===== config.mk =====
export PLATFORM = sky130hd
export DESIGN_NAME = prra_mux_flat
export DESIGN_NICKNAME = d
export VERILOG_FILES = /design/src/rtl/prra_mux_if.sv /design/src/rtl/prra_mux.sv /design/src/flat_wrapper.sv
export SDC_FILE = /design/constraint.sdc
export NUM_CORES = 1
export LEC_CHECK = 0
export BUFFER_PORTS_ARGS = -buffer_cell sky130_fd_sc_hd__clkbuf_2
export CORE_MARGIN = 2
export CORE_UTILIZATION = 44
export CTS_CLUSTER_SIZE = 20
export DETAILED_ROUTE_END_ITERATION = 10
export GPL_TIMING_DRIVEN = 0
export MAX_ROUTING_LAYER = met4
export PLACE_DENSITY = 0.9
export SKIP_LAST_GASP = 1
export SLEW_MARGIN = 20
export SYNTH_ARGS = -nofsm -noshare
export SYNTH_HDL_FRONTEND = slang
export SYNTH_SLANG_ARGS = --single-unit

===== constraint.sdc =====
create_clock -name clk -period 2.1 [get_ports clk]
set_input_delay 0.21 -clock clk [delete_from_list [all_inputs] [get_ports clk]]
set_output_delay 0.21 -clock clk [all_outputs]
set_load 0.02 [all_outputs]

===== src/rtl/prra_mux_if.sv =====
// prra_mux_if: requester streams, arbiter request/grant and output stream of prra_mux
interface prra_mux_if #(
  parameter int WIDTH = 4,
  parameter int LOG2_WIDTH = 2,
  parameter int DATA_WIDTH = 32
);
  logic [WIDTH-1:0] in_valid, in_ready, in_last, request, grant;
  logic [WIDTH*DATA_WIDTH-1:0] in_data;
  logic out_valid, out_ready, out_last, busy, error;
  logic [DATA_WIDTH-1:0] out_data;
  logic [LOG2_WIDTH-1:0] out_port;
  modport master (
    output in_valid, in_data, in_last, grant, out_ready,
    input in_ready, request, out_valid, out_data, out_last, out_port, busy, error
  );
  modport slave (
    input in_valid, in_data, in_last, grant, out_ready,
    output in_ready, request, out_valid, out_data, out_last, out_port, busy, error
  );
endinterface


===== src/rtl/prra_mux.sv =====
// prra_mux: locks onto the granted requester until its last beat and forwards it through a registered output.
// Defining PRRA_MUX_CHECK_EN builds the grant protocol checker driving error.
module prra_mux #(
  parameter int WIDTH = 4,
  parameter int LOG2_WIDTH = 2,
  parameter int DATA_WIDTH = 32,
  parameter int GRANT_LATENCY = 0
) (
  input logic clk,
  input logic arst,
  prra_mux_if.slave bus
);
  localparam int CW = GRANT_LATENCY > 0 ? $clog2(GRANT_LATENCY + 1) : 1;
  typedef enum logic [1:0] {IDLE, XFER, DRAIN} state_t;
  state_t state, state_n;
  logic [WIDTH-1:0] sel, gnt_low;
  logic [LOG2_WIDTH-1:0] idx, gnt_idx;
  logic [CW-1:0] cnt;
  logic take, open, accept;
  assign gnt_low = bus.grant & (~bus.grant + 1'b1);
  always_comb begin
    gnt_idx = '0;
    for (int i = 0; i < WIDTH; i++)
      if (gnt_low[i]) gnt_idx = LOG2_WIDTH'(i);
  end
  // the output register may refill in the same cycle it drains
  assign open = state == XFER && (!bus.out_valid || bus.out_ready);
  assign accept = open && bus.in_valid[idx];
  assign bus.in_ready = open ? sel : '0;
  assign bus.request = (state == IDLE && !arst) ? bus.in_valid : '0;
  assign bus.busy = state != IDLE;
  always_comb begin
    state_n = state;
    if (state == IDLE && take) state_n = XFER;
    else if (state == XFER && accept && bus.in_last[idx]) state_n = GRANT_LATENCY > 0 ? DRAIN : IDLE;
    else if (state == DRAIN && cnt == CW'(1)) state_n = IDLE;
  end
  always_ff @(posedge clk or posedge arst)
    if (arst) state <= IDLE;
    else state <= state_n;
  always_ff @(posedge clk or posedge arst)
    if (arst) begin
      sel <= '0;
      idx <= '0;
      cnt <= '0;
    end else begin
      if (state == IDLE && take) begin
        sel <= gnt_low;
        idx <= gnt_idx;
      end
      if (state == XFER && state_n == DRAIN) cnt <= CW'(GRANT_LATENCY);
      else if (state == DRAIN) cnt <= cnt - 1'b1;
    end
  always_ff @(posedge clk or posedge arst)
    if (arst) begin
      bus.out_valid <= 1'b0;
      bus.out_data <= '0;
      bus.out_last <= 1'b0;
      bus.out_port <= '0;
    end else if (accept) begin
      bus.out_valid <= 1'b1;
      bus.out_data <= bus.in_data[idx*DATA_WIDTH +: DATA_WIDTH];
      bus.out_last <= bus.in_last[idx];
      bus.out_port <= idx;
    end else if (bus.out_valid && bus.out_ready) begin
      bus.out_valid <= 1'b0;
      bus.out_data <= '0;
      bus.out_last <= 1'b0;
      bus.out_port <= '0;
    end
`ifdef PRRA_MUX_CHECK_EN
  logic [WIDTH-1:0] req_old;
  // a legal grant answers the request presented GRANT_LATENCY cycles earlier
  if (GRANT_LATENCY == 0) begin : g_hist0
    assign req_old = bus.request;
  end else begin : g_hist
    logic [WIDTH-1:0] hist [GRANT_LATENCY];
    always_ff @(posedge clk or posedge arst)
      if (arst) for (int i = 0; i < GRANT_LATENCY; i++) hist[i] <= '0;
      else begin
        hist[0] <= bus.request;
        for (int i = 1; i < GRANT_LATENCY; i++) hist[i] <= hist[i-1];
      end
    assign req_old = hist[GRANT_LATENCY-1];
  end
  assign take = bus.grant != '0 && (bus.grant & (bus.grant - 1'b1)) == '0;
  always_ff @(posedge clk or posedge arst)
    if (arst) bus.error <= 1'b0;
    else if (state == IDLE && bus.grant != '0 && (!take || |(bus.grant & ~req_old))) bus.error <= 1'b1;
`else
  assign take = |bus.grant;
  assign bus.error = 1'b0;
`endif
endmodule

===== src/flat_wrapper.sv =====
// flat-port wrapper written by rule: the top's interface ports become plain ports
module prra_mux_flat 
#(
  parameter int WIDTH = 4,
  parameter int LOG2_WIDTH = 2,
  parameter int DATA_WIDTH = 32,
  parameter int GRANT_LATENCY = 0
)
  (clk, arst, bus_in_valid, bus_in_data, bus_in_last, bus_grant, bus_out_ready, bus_in_ready, bus_request, bus_out_valid, bus_out_data, bus_out_last, bus_out_port, bus_busy, bus_error);
  prra_mux_if #(.WIDTH(WIDTH), .LOG2_WIDTH(LOG2_WIDTH), .DATA_WIDTH(DATA_WIDTH)) bus_i ();
  input logic clk;
  input logic arst;
  input wire logic [$bits(bus_i.in_valid)-1:0] bus_in_valid;
  input wire logic [$bits(bus_i.in_data)-1:0] bus_in_data;
  input wire logic [$bits(bus_i.in_last)-1:0] bus_in_last;
  input wire logic [$bits(bus_i.grant)-1:0] bus_grant;
  input wire logic [$bits(bus_i.out_ready)-1:0] bus_out_ready;
  output wire logic [$bits(bus_i.in_ready)-1:0] bus_in_ready;
  output wire logic [$bits(bus_i.request)-1:0] bus_request;
  output wire logic [$bits(bus_i.out_valid)-1:0] bus_out_valid;
  output wire logic [$bits(bus_i.out_data)-1:0] bus_out_data;
  output wire logic [$bits(bus_i.out_last)-1:0] bus_out_last;
  output wire logic [$bits(bus_i.out_port)-1:0] bus_out_port;
  output wire logic [$bits(bus_i.busy)-1:0] bus_busy;
  output wire logic [$bits(bus_i.error)-1:0] bus_error;
  assign bus_i.in_valid = bus_in_valid;
  assign bus_i.in_data = bus_in_data;
  assign bus_i.in_last = bus_in_last;
  assign bus_i.grant = bus_grant;
  assign bus_i.out_ready = bus_out_ready;
  assign bus_in_ready = bus_i.in_ready;
  assign bus_request = bus_i.request;
  assign bus_out_valid = bus_i.out_valid;
  assign bus_out_data = bus_i.out_data;
  assign bus_out_last = bus_i.out_last;
  assign bus_out_port = bus_i.out_port;
  assign bus_busy = bus_i.busy;
  assign bus_error = bus_i.error;
  prra_mux #(.WIDTH(WIDTH), .LOG2_WIDTH(LOG2_WIDTH), .DATA_WIDTH(DATA_WIDTH), .GRANT_LATENCY(GRANT_LATENCY)) u_core (.clk(clk), .arst(arst), .bus(bus_i));
endmodule

# After elaboration in Yosys (flattened, before gate mapping)
# Index checks and enable logic that the tools add are counted.
word_totals:
  regBits: 45
  inputBits: 143
  out_inout_bits: 46
  word_cells: 55
classes:
  addsub: 2
  magnitude_cmp: 1
  eq_ne: 3
  shift: 1
  muxes: 21
  bitwise: 2
  reduce_logical: 17
ops:
  columns: ["op", "n"]
  rows:
  - ["$shiftx A128 B8 Y32", 1]
  - ["$mux W32", 2]
  - ["$mux W2", 7]
  - ["$logic_and A1 B1 Y1", 9]
  - ["$mux W1", 8]
  - ["$mux W4", 2]
  - ["$reduce_bool A2 Y1", 3]
  - ["$add A4 B1 Y4 const B", 1]
  - ["$and A4 B4 Y4", 1]
  - ["$bmux W1 S2", 2]
  - ["$eq A2 B2 Y1 const B", 2]
  - ["$not A4 Y4", 1]
  - ["$reduce_or A4 Y1", 1]
  - ["$lt A2 B3 Y1 const B", 1]
  - ["$eq A2 B1 Y1 const B", 1]
  - ["$logic_not A1 Y1", 2]
  - ["$logic_not A2 Y1", 1]
  - ["$logic_or A1 B1 Y1", 1]
  - ["$sub A1 B1 Y1 const B", 1]

# Logic depth before layout (Yosys ltp)
logic_depth:
  ltp_word: 11
  mapped_depth: 5
  depth_no_buf: 4

# Least setup slack after synthesis
# OpenSTA, ideal clock, no wires.
synth_timing:
  path_kind: "input port to output port"
  from: "input arst"
  to: "output bus_request[0]"
  arrival_ps: 1610
  t_required_ps: 1890
  setup_slack_ps: 280
  cell_stages: 2
  cell_sequence: "inv_1 and3_1"
synth_via:
  elab_chain_len: 3
synth_lines:
  columns: ["element", "line", "text"]
  rows:
  - ["start, declared", "flat_wrapper.sv:12", "input logic arst;"]
  - ["$logic_not A1 Y1", "prra_mux.sv:30", "assign bus.request = (state == IDLE && !arst) ? bus.in_valid : '0;"]
  - ["$logic_and A1 B1 Y1", "prra_mux.sv:30", null]
  - ["$mux W4", "prra_mux.sv:30", null]
  - ["end, declared", "flat_wrapper.sv:19", "output wire logic [$bits(bus_i.request)-1:0] bus_request;"]
# Every way passes these cells.

# Worst setup path after layout
layout_timing:
  from: "register u_core.state[1]"
  to: "output bus_request[1]"
layout_via:
  elab_chain_len: 3
layout_lines:
  columns: ["element", "line", "text"]
  rows:
  - ["start, declared", "prra_mux.sv:15", "state_t state, state_n;"]
  - ["start signal, assigned", "prra_mux.sv:40", "else state <= state_n;"]
  - ["$logic_not A2 Y1", "prra_mux.sv:30", null]
  - ["$logic_and A1 B1 Y1", "prra_mux.sv:30", null]
  - ["$mux W4", "prra_mux.sv:30", null]
# Every way passes these cells.

==> results.tsv <==
stage	metric	value	unit
status	status	complete, no violations	
power	swShare	45.1	%
critical_path	crit_type	register to output pin	
global_routing	grt_pass1_vias	3152	
sta	setup_tns	0	ns
critical_path	crit_family	buffers and inverters	
critical_path	r2r-start	u_core.bus.out_valid	
yosys	synth_fp_nets	440	
sta	period_needed	2.02	ns
sta	fin_skew	0.00793	ns
floorplan	rows	30	
sta	worstMarginPinSlew	0.860	ns
critical_path	startpoint_type	register	
finish	area_delta_synth_final	39.7	%
critical_path	slowest_stage	dfrtp_1	
global_routing	grt_usage	25.0	%
global_routing	grt_pass1_wl	14700	µm
yosys	synth-seq-cells	45	
power	power_leakage	2.24	nW
routing	wirelength	9660	µm
finish	nFillCells	586	
clock_network	cts_tree	done	
finish	final_common_cell	clkbuf_2	
sta	finalMaxSlewViolations	0	
critical_path	reg2regPathDepth	5	
critical_path	reg2reg_slack	0.15	ns
power	ir_drop	559	µV
power	seqPwrFrac	25.2	%
power	p_per_area	1330	mW/mm²
clock_network	clock_sinks	45	
power	power.internal	3.11	mW
routing	first_pass_iters	4	
critical_path	r2r_end	u_core.bus.out_data[4]	
routing	vias_per_cell	5.65	
clock_network	cts-buffers-inserted	5	
sta	finalSetupViolCount	0	
place	io_buffers	186	
routing	drcViolationCount	0	
floorplan	die_x	87.1	µm
finish	antennaDiodeCount	0	
yosys	synth_edf_count	0	
sta	finalHoldViolCount	0	
clock_network	clkTransAtPathRegs	0.09	ns
worst_hold_path	whs_path_depth	2	
clock_network	clkLatencyLatePin	0.30	ns
critical_path	path_cells	nor2_1 -> clkbuf_1 -> and3_1 -> clkbuf_2	
global_routing	antenna_found_initial	0	
critical_path	crit_arrival	1.81	ns
finish	final_layout_size_suffix_gt1_share	43.5	%
critical_path	end_kind	output pin	
critical_path	cpPeakStageDelay	0.45	ns
critical_path	critPathMaxFanout	10	
sta	max_freq	495	MHz
yosys	syn_area_per_cell	10.2	µm²
power	clockPowerShare	14.0	%
routing	drt_iter0_markers	140	
worst_hold_path	hp-start	bus_grant[0]	
worst_hold_path	min_path_type	input port to register	
finish	fin_nets	636	
yosys	synthFlopType	dfrtp_1	
sta	slew_headroom	42.6	%
finish	final_cells	574	
job	maxCapViolCount	0	
floorplan	ios	189	
yosys	ys_seq_area_share	37.0	%
global_routing	grt_max_degree	29	
critical_path	path_buf_inv	2	
finish	final_cell_mix	clkbuf_2, mux2i_1, dfrtp_1, inv_1, a221o_1	
yosys	ys.warnings.count	0	
clock_network	cts_root_buffer	clkbuf_8	
yosys	ys_async_sr_fraction	100	%
critical_path	required	1.89	ns
routing	wire_per_inst	16.8	µm
routing	ant_nets	0	
critical_path	worstSetupPathDepth	4	
clock_network	cts_max_level	2	
place	gp_congestion	0.852	
power	combPwrFrac	60.8	%
power	power_switching	2.55	mW
worst_hold_path	hold_end	u_core.sel[1]	
yosys	synthCells	297	
floorplan	core	0.00676	mm²
routing	vias	3243	
sta	rsz0062_at_grt	true	
yosys	syn-cell-area	0.00304	mm²
floorplan	start_util	45.0	%
yosys	synth.distinct_cells	41	
global_routing	gr-total-overflow	0	
place	hpwlAfterDp	7410	µm
sta	finalCritPeriodShare	96.1	%
clock_network	cts_max_path_buffers	2	
floorplan	die_height	87.1	µm
floorplan	die_area	0.00759	mm²
place	dp_cells	564	
logic make-up after synthesis:
kind of cell	count (synthesis)	synth area share, %
multiplexers	65	21.9
flip-flops	45	37.0
other	1	0.123
XOR/XNOR	1	0.288
AO/OA/AOI/OAI	87	25.6
buffers and inverters	67	9.47
AND/OR/NAND/NOR	31	5.64
final cells by class:
class / instances / area [µm²] / area share (%)
Sequential cell: 45 / 1130 / 26.5
Multi-Input combinational cell: 185 / 1630 / 38.3
Buffer: 31 / 160 / 3.77
Inverter: 36 / 135 / 3.18
Timing Repair Buffer: 189 / 966 / 22.7
Tap cell: 80 / 100 / 2.36
Clock inverter: 3 / 65.1 / 1.53
Clock buffer: 5 / 68.8 / 1.62
registers in the layout (all words and copies together), names as in the netlist:
signal and count:
u_core.bus.out_data 32, u_core.bus.out_last 1, u_core.bus.out_port 2, u_core.bus.out_valid 1, u_core.cnt 1, u_core.idx 2, u_core.sel 4, u_core.state 2
worst max path at each step:
| stage | start | endpoint | slack [ns] |
|---|---|---|---|
| 5_1_grt | u_core.bus.out_valid | u_core.bus.out_data[19] | -0.02 |
| 3_3_place_gp | arst | bus_request[3] | -0.24 |
| 6_report | u_core.state[1] | bus_request[1] | 0.08 |
| 3_5_place_dp | u_core.bus.out_valid | u_core.bus.out_data[5] | 0.08 |
| 4_1_cts | u_core.bus.out_valid | u_core.bus.out_data[25] | 0.05 |
| 2_1_floorplan | arst | bus_request[0] | 0.28 |
stage by stage:
step | total power, mW | utilization, % | cell area (µm²) | setup slack (ns) | hold WS (ns)
6_report | 5.67 | 62.9 | 4250 | 0.0814 | 0.130
5_1_grt | 6.03 | 62.9 | 4250 | -0.0249 | 0.129
4_1_cts | 5.68 | 62.8 | 4250 | 0.0529 | 0.120
3_5_place_dp | 4.88 | 60.6 | 4090 | 0.0810 | 0.254
3_3_place_gp | 4.75 | 60.3 | 4070 | -0.242 | 0.439
2_1_floorplan | 3.83 | - | 3040 | 0.280 | 0.292
power by group through the flow:
stage | sequential (mW) | combinational, mW | clock (mW)
after floorplan | 1.77 | 2.07 | 0
after global placement | 1.43 | 3.32 | 0
after detailed placement | 1.44 | 3.43 | 0
after CTS | 1.43 | 3.45 | 0.799
after global routing | 1.46 | 3.73 | 0.837
final | 1.43 | 3.45 | 0.791
synthesized netlist by cell type (all sizes together) (2+ instances only):
cell,count,area [µm²]
a21oi,4,20.0
a221o,33,330
a22oi,2,20.0
a32o,3,30.0
and3,8,50.1
buf,7,62.6
clkbuf,24,90.1
dfrtp,45,1130
inv,36,135
mux2,2,22.5
mux2i,62,621
nand2,6,22.5
nand3,2,10.0
nor2,3,11.3
nor2b,3,18.8
nor3,3,15.0
o211ai,2,15.0
o21ai,4,20.0
o221ai,31,272
layer usage:
layer | routed length [µm] | GRT usage (%)
met4 | 112 | 5.73
met2 | 5110 | 44.6
met5 | 0 | -
met1 | 3800 | 29.6
met3 | 641 | 3.98
repair_timing:
action                                  CTS  global route
endpoints found under the hold margin    21             0
endpoints found under the setup margin    0            30
gates resized for setup                   0            14
hold buffers                              2             0
buffers inserted                          0             0
No activity file was read; power rests on OpenSTA's default activity.
